==> src/rtl/ahb_pkg.sv <==
// Shared AHB-Lite encodings and the default-slave state type for the slave router.
package ahb_pkg;

  typedef enum logic [1:0] {
    HT_IDLE   = 2'b00,
    HT_BUSY   = 2'b01,
    HT_NONSEQ = 2'b10,
    HT_SEQ    = 2'b11
  } htrans_e;

  typedef enum logic {
    HR_OKAY  = 1'b0,
    HR_ERROR = 1'b1
  } hresp_e;

  typedef enum logic [1:0] {
    DS_IDLE = 2'b00,
    DS_ERR1 = 2'b01,
    DS_ERR2 = 2'b10
  } ds_state_e;

  // NONSEQ and SEQ are the only transfer types that need a data-phase response.
  function automatic logic trans_active(input logic [1:0] t);
    return (t == HT_NONSEQ) || (t == HT_SEQ);
  endfunction

endpackage

==> src/rtl/ahb_default_slave.sv <==
// Default slave for unmapped or decode-disabled accesses: answers every active
// transfer with the two-cycle ERROR response; IDLE/BUSY get a zero-wait OKAY.
module ahb_default_slave
  import ahb_pkg::*;
(
  input  logic       clk,
  input  logic       rst,
  input  logic       dsel,
  input  logic [1:0] htrans,
  input  logic       hready,
  output logic       hreadyout,
  output logic       hresp
);

  ds_state_e state;
  logic      accept;

  assign accept = dsel && trans_active(htrans) && hready;

  // Outputs are registered next to the state so they already match it.
  always_ff @(posedge clk or posedge rst) begin
    if (rst) begin
      state     <= DS_IDLE;
      hreadyout <= 1'b1;
      hresp     <= HR_OKAY;
    end else begin
      case (state)
        DS_IDLE: begin
          if (accept) begin
            state     <= DS_ERR1;
            hreadyout <= 1'b0;
            hresp     <= HR_ERROR;
          end
        end
        DS_ERR1: begin
          state     <= DS_ERR2;
          hreadyout <= 1'b1;
          hresp     <= HR_ERROR;
        end
        DS_ERR2: begin
          if (accept) begin
            state     <= DS_ERR1;
            hreadyout <= 1'b0;
            hresp     <= HR_ERROR;
          end else begin
            state     <= DS_IDLE;
            hreadyout <= 1'b1;
            hresp     <= HR_OKAY;
          end
        end
        default: begin
          state     <= DS_IDLE;
          hreadyout <= 1'b1;
          hresp     <= HR_OKAY;
        end
      endcase
    end
  end

endmodule

==> src/rtl/ahb_slave_router.sv <==
// AHB-Lite slave-side router: address-phase region decode, registered
// data-phase select and response/read-data mux, with a built-in default slave.
module ahb_slave_router
  import ahb_pkg::*;
#(
  parameter int ADDR_W  = 32,
  parameter int DATA_W  = 32,
  parameter int NUM_SLV = 2,
  parameter logic [NUM_SLV*ADDR_W-1:0] SLV_BASE = {32'h4000_0000, 32'h2000_0000},
  parameter logic [NUM_SLV*ADDR_W-1:0] SLV_MASK = {32'hF000_0000, 32'hFF80_0000}
) (
  input  logic                      HCLK,
  input  logic                      HRESET,
  input  logic                      EN,
  input  logic [ADDR_W-1:0]         HADDR,
  input  logic [1:0]                HTRANS,
  output logic [NUM_SLV-1:0]        HSEL,
  input  logic [NUM_SLV-1:0]        HREADYOUT_S,
  input  logic [NUM_SLV-1:0]        HRESP_S,
  input  logic [NUM_SLV*DATA_W-1:0] HRDATA_S,
  output logic                      HREADY,
  output logic                      HRESP,
  output logic [DATA_W-1:0]         HRDATA
);

  localparam logic [NUM_SLV:0] DP_DEF = {1'b1, {NUM_SLV{1'b0}}};

  logic [NUM_SLV-1:0] hit;
  logic               dsel;
  logic [NUM_SLV:0]   dp_sel;
  logic               ds_ready;
  logic               ds_resp;

  for (genvar i = 0; i < NUM_SLV; i++) begin : g_dec
    assign hit[i] = (HADDR & SLV_MASK[i*ADDR_W +: ADDR_W]) ==
                    (SLV_BASE[i*ADDR_W +: ADDR_W] & SLV_MASK[i*ADDR_W +: ADDR_W]);
  end

  // Walk from the top down so the lowest-index hit is the one left standing.
  always_comb begin
    HSEL = '0;
    if (EN) begin
      for (int i = NUM_SLV - 1; i >= 0; i--) begin
        if (hit[i]) begin
          HSEL    = '0;
          HSEL[i] = 1'b1;
        end
      end
    end
  end

  assign dsel = ~|HSEL;

  always_ff @(posedge HCLK or posedge HRESET) begin
    if (HRESET)      dp_sel <= DP_DEF;
    else if (HREADY) dp_sel <= {dsel, HSEL};
  end

  ahb_default_slave u_dflt (
    .clk       (HCLK),
    .rst       (HRESET),
    .dsel      (dsel),
    .htrans    (HTRANS),
    .hready    (HREADY),
    .hreadyout (ds_ready),
    .hresp     (ds_resp)
  );

  // dp_sel is one-hot, so an AND-OR mux is enough.
  always_comb begin
    HREADY = dp_sel[NUM_SLV] & ds_ready;
    HRESP  = dp_sel[NUM_SLV] & ds_resp;
    HRDATA = '0;
    for (int i = 0; i < NUM_SLV; i++) begin
      HREADY = HREADY | (dp_sel[i] & HREADYOUT_S[i]);
      HRESP  = HRESP  | (dp_sel[i] & HRESP_S[i]);
      HRDATA = HRDATA | ({DATA_W{dp_sel[i]}} & HRDATA_S[i*DATA_W +: DATA_W]);
    end
  end

endmodule

==> config.mk <==
export PLATFORM = sky130hd
export DESIGN_NAME = ahb_slave_router
export DESIGN_NICKNAME = d
export VERILOG_FILES = /design/src/rtl/ahb_pkg.sv /design/src/rtl/ahb_default_slave.sv /design/src/rtl/ahb_slave_router.sv
export SDC_FILE = /design/constraint.sdc
export NUM_CORES = 1
export LEC_CHECK = 0
export CAP_MARGIN = 20
export CORE_UTILIZATION = 19
export DETAILED_ROUTE_END_ITERATION = 7
export PLACE_DENSITY = 0.84
export RECOVER_POWER = 25
export SLEW_MARGIN = 0
export SYNTH_ARGS = -nofsm -noshare
export SYNTH_HDL_FRONTEND = slang
export SYNTH_SLANG_ARGS = --single-unit
==> constraint.sdc <==
create_clock -name HCLK -period 3.8 [get_ports HCLK]
set_clock_uncertainty 0.1 [all_clocks]
set_input_delay 0.57 -clock HCLK [delete_from_list [all_inputs] [get_ports HCLK]]
set_output_delay 0.57 -clock HCLK [all_outputs]
set_load 0.005 [all_outputs]
# Yosys cells after proc, flatten, opt, wreduce, memory -nomap -nowiden
# Cells that the tools add are included.
[word_totals] in_bits=105 latch_bits=0 word_cells=42 memories=0 mem_bits_ro=0 ram_bits=0 ff_bits=7
[op_classes] reduce_logical=6 shifts=0 n_mux=12 addsub=0 multipliers=0 bitwise=13 n_eq_ne=7 n_div=0 magnitude_cmp=0
[ops] op="bitwise AND 32 bit" n=2
[ops] op="bitwise OR 32 bit" n=1
[ops] op="== test 9 x 7 -> 1 bit (second input constant)" n=1
[ops] op="two-way mux 2 bit" n=4
[ops] op="bitwise AND 1 bit" n=6
[ops] op="== test 2 bit (second input constant)" n=3
[ops] op="case mux 2 bit (3 select lines)" n=1
[ops] op="two-way mux 1 bit" n=5
[ops] op="== test 4 x 3 -> 1 bit (second input constant)" n=1
[ops] op="bitwise OR 1 bit" n=4
[ops] op="case mux 1 bit (3 select lines)" n=1
[ops] op="== test 2 x 1 -> 1 bit (second input constant)" n=1
[ops] op="logical AND 1 bit" n=2
[ops] op="zero test 2 bit" n=1
[ops] op="inequality test 2 x 1 -> 1 bit (second input constant)" n=1
[ops] op="case mux 1 bit (2 select lines)" n=1
[ops] op="OR reduction 2 bit" n=1
[ops] op="zero test 1 bit" n=1
[ops] op="logical OR 1 bit" n=1

# Longest topological paths before layout
[logic_depth] word_depth=10 depth_mapped=5 mapped_depth_nobuf=4

# Hierarchy
# From an unflattened synthesis, not the netlist that was laid out.
[unflattened] cells_unflattened=71 hier_area_um2=678.2
[modules_own_cells] module="ahb_slave_router" seq_area_each_um2=76.3 n_inst=1 cells_each=60 area_per_inst_um2=520.5
[modules_own_cells] module="ahb_default_slave" seq_area_each_um2=101.3 n_inst=1 cells_each=11 area_per_inst_um2=157.7

# Worst setup path before layout
# OpenSTA, ideal clock, no wires.
[synth_path] kind="in2out" start="input HREADYOUT_S[0]" end="output HREADY" path_stages=2 path_slack_ps=1797 arrival_ps=1333 required_time_ps=3130 path_buffers=0 path_cell_list="a222oi_1 -> inv_1"
[synth_between] elab_chain_cells=3
[synth_lines] item="start: declaration" line="ahb_slave_router.sv:18" text="input logic [NUM_SLV-1:0] HREADYOUT_S,"
[synth_lines] item="bitwise AND 1 bit" line="ahb_slave_router.sv:75" text="HREADY = HREADY | (dp_sel[i] & HREADYOUT_S[i]);"
[synth_lines] item="bitwise OR 1 bit (2 in a row)" line="ahb_slave_router.sv:75"
[synth_lines] item="end: declaration" line="ahb_slave_router.sv:21" text="output logic HREADY,"
# No other way between the ends.

# Worst setup path in the final report
# Same ends and word-level chain as after synthesis.

==> flow_summary.ini <==
[worst_setup_path]
critical_path.endpoint_type = output port
worst-setup-path-type = input pin to output port
rr_startpoint = dp_sel[0]
crit_required_ns = 3.13
critical_path.slowest_cell = dlygate4sd3_1
arrival_ns = 2.24
critical_path.max_fanout = 8
crit_chain = dlygate4sd3_1, a222oi_1, clkbuf_1, inv_1, clkdlybuf4s50_1
cp-startpoint = HREADYOUT_S[0]
crit_path_start_kind = input pin
timing.critical_path.slowest_cell_delay_ns = 0.54

[clocking]
numCtsBuffers = 3
clock_sinks = 7
cts_max_level = 1
cts_post_setup_buffers_inserted = 0
cts_root_buf = clkbuf_4
clock_tree_from_tritoncts = yes
clk-insertion-delay-late_ns = 0.24
max-clock-path-buffers = 2
clk_transition_reported_paths_ns = 0.05
postCtsHoldBufs = 0
post_cts_resized = 0

[final_layout]
fillerInstances = 287
ratio_of_cells_with_drive_above_1_in_the_final_layout_pct = 3.743
insertedDiodeCount = 0
final_nets = 293
area_growth_pct = 191.6
fin_area_um2 = 1861
area_taken_by_multi_input_logic_gates_um2 = 399.1
final-seq-area_um2 = 177.7

[run_status]
run_status = complete, no violations

[grt]
grt_max_degree = 20
first_global_vias = 1099
grt_overflow_total = 0
grt_first_pass_wirelength_mm = 4.471
track_usage_pct = 16.16
grt_antenna_before_repair = 0

[detailed_routing]
viasPerCell = 4.658
vias = 1076
1st_pass_router_iterations = 4
drc = 0
drt-wirelength-per-cell_um = 13.21
ant_nets = 0
dr.first_iter.drc_count = 27
routed_wirelength_mm = 3.052

[sta]
final_layout_setup_total_negative_slack_ns = 0
rsz_0062_raised_after_global_routing = no
fmax_ghz = 0.3441
final_ws_setup_ns = 0.8937
finalCriticalPeriod_ns = 2.906
slew-limit-headroom_pct = 63.84
maxSlewViolCount = 0
hold_viol_final = 0
report.final.setup_viol = 0
worstMarginPinSlew_ns = 0.5424
final_min_period_over_clock_period_pct = 76.48

[synthesis]
synth_edf_count = 0
post_syn_instances = 72
ys_top_cells_by_count = 32 x a22o_1, 6 x clkbuf_1, 6 x inv_1
largest_area_contributor_in_the_synthesized_netlist = a22o_1
synthDominantCellAreaShare_pct = 43.92
synth_top_flop_cell = dfrtp_1
postSynth.asyncResetShare_pct = 100.0
yosys_register_bits = 7
yosys_warning_count = 0
synth_area_leaders = a22o_1 44%, dfrtp_1 20%, dfstp_2 8.2%
avgSynthCellArea_um2 = 8.863
yosys.cell_count.top_type = a22o_1
yosys.cell_types.count = 19
synth-seq-area-share_pct = 27.84
synthesis.area_um2 = 638.1
syn-num-nets = 177

[power_and_ir_drop]
cellPowerDensity_nw_per_um2 = 121.5
worst_ir_drop_vdd_uv = 126.6
leakagePower_nw = 0.7333

[place]
place.gp.congestion = 0.6915
number_of_buffer_cells_added_on_primary_ports = 116
post-place-ws_ns = 1.055
post_place_instance_area_um2 = 1838
detailedPlacementHpwl_mm = 2.579

[die]
total_die_area_um2 = 3594
die_h_um = 59.95
initial_core_util_pct = 20.40
placeableCoreArea_um2 = 3128
io-pin-count = 141
rows = 20
chipWidth_um = 59.95

[worst_hold_path]
hold_path_startpoint = u_dflt.state[1]
worstHoldPathType = flop to flop

[job]
max-cap-violations = 0
[metrics by stage]
| stage | cells | hold WS, ns | power, mW | utilization (%) |
|---|---|---|---|---|
| after CTS | 231 | 0.3517 | 0.2302 | 59.60 |
| final | 231 | 0.3538 | 0.2260 | 59.48 |
| after global placement | 227 | 0.3326 | 0.1612 | 58.76 |
| after detailed placement | 227 | 0.3459 | 0.1633 | 58.76 |
| after floorplan | 72 | 0.2719 | 0.07908 | - |
| after global routing | 231 | 0.3766 | 0.2377 | 59.48 |
[report_power, final]
part | internal [mW] | total (mW) | switching, mW
clock | 0.0399 | 0.0645 | 0.0246
sequential | 0.0748 | 0.0748 | 0
combinational | 0.0724 | 0.0867 | 0.0142
[cell usage in the layout, fill, tap and decap left out]
cell type / count
nor3b_1: 2
nand3_1: 2
o21ai_0: 3
nor2b_1: 1
clkbuf_1: 2
dlygate4sd3_1: 2
nor4b_1: 1
buf_4: 2
a222oi_1: 2
o31ai_1: 1
dfstp_2: 2
clkdlybuf4s50_1: 114
o31a_1: 1
nand2_1: 3
dfrtp_1: 5
clkbuf_4: 3
a22o_1: 32
nand3b_1: 1
nor3_1: 1
nor2_1: 1
inv_1: 6
[cells by family (layout without fill, tap and decap cells)]
kind of cell	Yosys count	count (layout)	synth area share, %
AO/OA/AOI/OAI	39	39	51.96
buffers and inverters	14	129	9.606
AND/OR/NAND/NOR	12	12	10.59
flip-flops	7	7	27.84
[layout make-up]
cell class	count	area share, %
multi-input cells	51	21.45
inverters	6	1.210
clock buffers	4	1.412
repair buffers	119	63.42
flip-flops and latches	7	9.549
well taps	44	2.959
[flip-flops by register name (all words and copies together) (netlist names)]
signal and cells:
u_dflt.state 2, u_dflt.hreadyout 1, dp_sel 3, u_dflt.hresp 1
[path summary, 6_finish.rpt]
path                            slack, ns               to  depth (start not counted)
worst max register to register       2.00     u_dflt.hresp                          5
min in group asynchronous            0.59  u_dflt.state[0]                          2
worst min-delay path                 0.35  u_dflt.state[1]                          1
worst max-delay path                 0.89           HREADY                          5
max in group asynchronous            2.75        dp_sel[2]                          2
worst min register to register       0.35  u_dflt.state[1]                          1
[critical path: cells and delay by family]
kind,cells,cell delay [ns]
AOI/OAI and AO/OA,1,0.31
buffers and inverters,4,1.36
[metal layers]
metal	up-vias	GRT usage [%]	wire length (um)
li1	519	-	-
met2	60	34.44	1738
met1	497	15.13	1044
met5	-	0	0
met3	0	3.247	270
met4	0	3.654	0
Note: power is estimated with default switching activity, not from simulation.
